$ cat src/rtl/afifo_pkg.sv
// Shared definitions for the async FIFO write-side blocks.
//   AFIFO_DW_DEFAULT : default FIFO word width
//   clog2_min1()     : ceil(log2(n)), never less than 1, for counter widths
package afifo_pkg;

  localparam int unsigned AFIFO_DW_DEFAULT = 64;

  // A one-lane configuration still needs a 1-bit counter to keep vectors legal.
  function automatic int unsigned clog2_min1(input int unsigned n);
    return (n <= 2) ? 1 : $clog2(n);
  endfunction

endpackage

$ cat src/rtl/afifo_wr_packer.sv
// Write-side width packer in front of afifo_wr_logic (wclk domain).
// Collects RATIO narrow beats LSB-first into one DW-bit word, zero-padding the
// upper lanes when a beat carries last or a flush closes a partial word. One
// completed word is held until the FIFO can take it; push/data are registered.
//
// Ports:
//   wclk, rst_n        write clock, synchronous active-low reset
//   in_valid_i/ready_o beat handshake; in_data_i payload, in_last_i closes word
//   flush_i            close a partial word without a new beat (hold until taken)
//   full_i, al_full_i  back-pressure from afifo_wr_logic
//   push_o, data_in_o  registered write into afifo_wr_logic
//   busy_o             partial, held or pushing data present
module afifo_wr_packer
  import afifo_pkg::*;
#(
  parameter int unsigned DW = AFIFO_DW_DEFAULT,
  parameter int unsigned IW = 16
) (
  input  logic          wclk,
  input  logic          rst_n,
  input  logic          in_valid_i,
  output logic          in_ready_o,
  input  logic [IW-1:0] in_data_i,
  input  logic          in_last_i,
  input  logic          flush_i,
  input  logic          full_i,
  input  logic          al_full_i,
  output logic          push_o,
  output logic [DW-1:0] data_in_o,
  output logic          busy_o
);

  localparam int unsigned RATIO = DW / IW;
  localparam int unsigned CW    = clog2_min1(RATIO);

  typedef logic [CW-1:0] lane_t;

  if ((DW % IW) != 0) begin : g_bad_cfg
    $error("afifo_wr_packer: DW (%0d) must be a multiple of IW (%0d)", DW, IW);
  end

  logic [DW-1:0] acc_q, acc_d;
  lane_t         cnt_q, cnt_d;
  logic          hold_vld_q, hold_vld_d;
  logic [DW-1:0] hold_data_q, hold_data_d;
  logic          push_q, push_d;
  logic [DW-1:0] data_q, data_d;

  logic          issue;
  logic          beat_acc;
  logic          beat_done;
  logic          flush_done;
  logic          word_done;
  logic [DW-1:0] acc_ins;
  logic [DW-1:0] word;

  // alFull is checked as well as full: it lags inside the FIFO, so stopping on
  // it leaves room for the one push that may already be in flight.
  assign issue      = hold_vld_q & ~full_i & ~al_full_i;
  assign in_ready_o = ~hold_vld_q | issue;
  assign beat_acc   = in_valid_i & in_ready_o;

  // A flush arriving with a beat simply acts as last on that beat.
  assign beat_done  = beat_acc & ((cnt_q == lane_t'(RATIO - 1)) | in_last_i | flush_i);
  assign flush_done = flush_i & ~in_valid_i & in_ready_o & (cnt_q != '0);
  assign word_done  = beat_done | flush_done;

  // acc_ins: accumulator with the current beat dropped into lane cnt.
  // word: the completed word, keeping only lanes already filled plus this beat.
  for (genvar i = 0; i < RATIO; i++) begin : g_lane
    logic hit;
    assign hit = beat_acc & (cnt_q == lane_t'(i));
    assign acc_ins[i*IW +: IW] = hit ? in_data_i : acc_q[i*IW +: IW];
    assign word[i*IW +: IW]    = (hit | (lane_t'(i) < cnt_q)) ? acc_ins[i*IW +: IW] : '0;
  end

  always_comb begin
    acc_d       = acc_ins;
    cnt_d       = cnt_q;
    hold_vld_d  = hold_vld_q;
    hold_data_d = hold_data_q;
    push_d      = issue;
    data_d      = data_q;

    if (beat_acc) begin
      cnt_d = cnt_q + lane_t'(1);
    end

    if (issue) begin
      data_d     = hold_data_q;
      hold_vld_d = 1'b0;
    end

    // A completion can only be accepted when the hold slot is free or issuing,
    // so overwriting hold_data here never loses a word.
    if (word_done) begin
      acc_d       = '0;
      cnt_d       = '0;
      hold_vld_d  = 1'b1;
      hold_data_d = word;
    end
  end

  always_ff @(posedge wclk) begin
    if (!rst_n) begin
      acc_q       <= '0;
      cnt_q       <= '0;
      hold_vld_q  <= 1'b0;
      hold_data_q <= '0;
      push_q      <= 1'b0;
      data_q      <= '0;
    end else begin
      acc_q       <= acc_d;
      cnt_q       <= cnt_d;
      hold_vld_q  <= hold_vld_d;
      hold_data_q <= hold_data_d;
      push_q      <= push_d;
      data_q      <= data_d;
    end
  end

  assign push_o    = push_q;
  assign data_in_o = data_q;
  assign busy_o    = hold_vld_q | (cnt_q != '0) | push_q;

endmodule

$ cat config.mk
export PLATFORM = sky130hd
export DESIGN_NAME = afifo_wr_packer
export DESIGN_NICKNAME = d
export VERILOG_FILES = /design/src/rtl/afifo_pkg.sv /design/src/rtl/afifo_wr_packer.sv
export SDC_FILE = /design/constraint.sdc
export NUM_CORES = 1
export LEC_CHECK = 0
export CAP_MARGIN = 20
export CORE_MARGIN = 2
export CORE_UTILIZATION = 30
export CTS_CLUSTER_DIAMETER = 80
export DETAILED_ROUTE_END_ITERATION = 7
export GPL_TIMING_DRIVEN = 0
export SETUP_SLACK_MARGIN = 0.2
export SLEW_MARGIN = 20
export SYNTH_ARGS = -nofsm -noshare
export SYNTH_HDL_FRONTEND = slang
export SYNTH_SLANG_ARGS = --single-unit
$ cat constraint.sdc
create_clock -name wclk -period 4 [get_ports wclk]
set_clock_uncertainty 0.1 [all_clocks]
set_input_delay 0.4 -clock wclk [delete_from_list [all_inputs] [get_ports wclk]]
set_output_delay 0.4 -clock wclk [all_outputs]
set_load 0.05 [all_outputs]
==> metrics list <==
* Number of antenna repair diodes: 0
* Worst vdd rail ir drop: 0.251 mV
* Number of buffers inserted during clock tree synthesis: 17
* Top cells by area in the synthesized netlist: dfxtp_1 57%, nand2_1 7.8%, mux2i_1 7.8%
- Most used DFF post-synth: dfxtp_1
- Initial core utilization: 30.3%
- Xor-xnor portion of the synthesized cell area: 0.139%
- Pwr Density: 457 mW/mm2
* Sum of routed wire length over all layers: 15,200 um
- Final number of max-transition violations: 0
- Post-layout instance area: 0.00812 mm2
- Final setup violation count: 0
* DP Wirelength: 10,700 um
- The synthesized netlist devotes 12.4% of its cell area to simple gates.
- The worst setup path is captured at a primary output.
- After synthesis, the share of cell area in mux cells is 7.77%.
- EDFF count, synth: 0
- During synthesis, Yosys emitted a total of 0 warnings.
- TritonCTS built the clock tree.
- Post-layout net count: 745
- Highest net fanout along the worst path: 6
- In this run the critical register-to-register path is launched from cnt_q[1].
- Overflow after GRT: 0
* Share of the clock period used by the worst path after layout: 70.0%
- Gates resized, CTS repair: 0
- Using the TritonRoute via totals, the vias-per-cell ratio works out to 4.38.
- The placed instances occupy a cell area of 0.00754 mm2.
- Via count of the first global-routing pass: 4,425
- Across the whole layout, storage elements account for 0.00360 mm2.
- STA puts the critical path data arrival time at 2300 ps.
- The worst pin sits at a relative slew slack of 52.7%.
- After synthesis, the largest family of logic cells by area is compound AO/OA/AOI/OAI gates.
- Yosys instantiated no cell more often than dfxtp_1.
- Setup repair after global routing left no endpoint under its margin.
- Synthesized area divided by synthesized cell count: 10.3 um2
* Setup TNS Final: 0 ps
- CTS clock-pin slew for the worst setup and hold paths: 60 ps
- Global routing used 14.1% of the available tracks across all layers.
* Die width: 149 um
- The cell count after synthesis came out at 611.
- Summing all multi-input logic gate instances after layout gives 0.00245 mm2.
- Syn Std Cell Area: 0.00631 mm2
- Count of buffers inserted at the top-level ports: 88
- Critical Path Start Type: flip-flop
- The first global-routing pass estimated 23,800 um of wire.
* Cell accounting for the most synthesized area: dfxtp_1
- Number of setup buffers added after CTS: 0
- The detailed router finished its first iteration with 217 violations.
- Counting distinct cell types in the post-synthesis netlist gives 33.
- For this run, the top clock speed supported by timing is 357 MHz.
- In this run, synthesis produced a sequential element count of 180.
* Count of endpoints failing hold in the final timing report: 0
* Largest net degree at the start of global routing: 17
- Placer's final routability congestion estimate: 0.740
* Max H-tree Level: 4
- The floorplan has 53 rows.
- Worst setup path startpoint: cnt_q[1]
- In this run the most critical hold path is launched from in_valid_i.
- Detail-routed net length per standard cell: 15.1 um
* Leakage: 0.00273 uW
- Slowest cell on the critical path: clkdlybuf4s50_1
* Fraction of post-synthesis cell area in the top cell type by area: 57.1%
- Fill cells: 2,104
- Kind of critical path: flip-flop to primary output
- Fraction of registers with async set/reset: 0%
- Post-synthesis sequential area ratio: 57.1%
- Synthesized Nets: 638
- Die Outline Area: 0.0222 mm2
- CTS Hold Buffers Added: 0
* Worst Tran Pin Value: 710 ps
- CP peak stage delay: 720 ps
- In this run the standard cell core region covers 0.0208 mm2.
- The path class of the tightest hold or removal check is primary input to flip-flop.
- CTS placed an instance of clkbuf_16 at the clock tree root.
- Time the worst path needs with I/O delays and setup: 2800 ps
* Maximum root-to-sink buffer count: 2
- DRT Pass-1 Iters: 4
* Ports: 90
- Clock tree synthesis found a total of 180 sinks.
* Overall die height: 149 um
* Critical path required time: 3500 ps
- Share of final-layout standard cells stronger than drive strength 1: 8.62%
- Clock latency reported for the late side of the worst-skew pair: 430 ps
- The signal on the critical path passes through inv_1 > ha_1 > or3b_2 > clkdlybuf4s50_1.
- Result of the run: finished, final reports clean
- Reported max-cap violation count: 0
- Detailed routing inserted a total of 4,409 vias.
* Residual DRC count: 0
* Post-detailed-route count of antenna-violating nets: 0
* Worst hold slack across all endpoints: 255 ps
* Layout Area Growth over Synthesis: 28.6%
* Most frequent cells after synthesis: 180 x dfxtp_1, 131 x nand2_1, 65 x a21boi_0
* Antenna violations before repair: 0
* Post-Synth Adder-Cell Area: 0.793%
* Compound-Gate Fraction of Synth Area: 17.7%
-- final cells by class --
cell class              count  share of cell area [%]
inverters                   3                   0.200
clock inverters             9                    1.16
repair buffers             88                    10.8
flip-flops and latches    180                    44.4
plain buffers              45                    3.00
well taps                 275                    4.24
multi-input cells         383                    30.2
clock buffers              23                    6.01
-- worst paths after layout --
check	to	slack, ps	depth (start not counted)
max reg2reg	hold_data_q[41]	1730	8
min reg2reg	data_in_o[11]	360	2
max	busy_o	1200	4
min	cnt_q[1]	260	3
-- critical path: cells and delay by family (launching register included) --
family                   cells  cell delay (ps)
buffers and inverters        2              830
AND/OR/NAND/NOR              1              460
flip-flops                   1              380
adder cells (fa/ha/maj)      1              200
-- power breakdown --
part           leakage, uW  internal (uW)  switching [uW]
Clock             0.000281            931             702
Sequential         0.00145           1820            11.5
Combinational     0.000992           93.2             153
-- kinds of logic after synthesis --
family | after synthesis
xor gates and xnor gates | 1
buffers and inverters | 48
adders and majority gates | 4
and+or+nand+nor | 194
AOI/OAI and AO/OA | 135
muxes | 49
DFF | 180
-- metal layers --
| layer | global-route usage, % | vias to the layer above | share of wire, % |
|---|---|---|---|
| li1 | - | 2294 | - |
| met1 | 18.0 | 2020 | 47 |
| met2 | 23.3 | 80 | 47 |
| met3 | 3.30 | 15 | 4.1 |
| met4 | 5.48 | 0 | 1.8 |
| met5 | 0 | - | 0 |
-- cells in the final DEF, fill, tap and decap left out, types with 5 or more instances in the layout --
master / instances
a22o_1: 16
a21boi_0: 65
nor2_1: 49
o2bb2ai_1: 48
clkbuf_1: 18
buf_1: 5
buf_4: 8
dfxtp_1: 180
nand2_1: 131
mux2i_1: 49
clkdlybuf4s50_1: 88
clkbuf_16: 17
buf_2: 12
-- metrics by stage --
stage | std cells | setup WS (ps) | power (uW) | utilization (%)
5_1_grt | 1006 | 1150 | 3840 | 39.0
3_3_place_gp | 974 | 1480 | 2120 | 36.2
3_5_place_dp | 974 | 1470 | 2120 | 36.2
6_report | 1006 | 1200 | 3710 | 39.0
2_1_floorplan | 611 | 2050 | 2030 | -
4_1_cts | 1006 | 1170 | 3750 | 39.0
-- flip-flops by register name, indices dropped and copies added, names as in the netlist --
signal,count
hold_data_q,64
hold_vld_q,1
push_o,1
acc_q,48
cnt_q,2
data_in_o,64
Note: power is estimated with default switching activity, not from simulation.
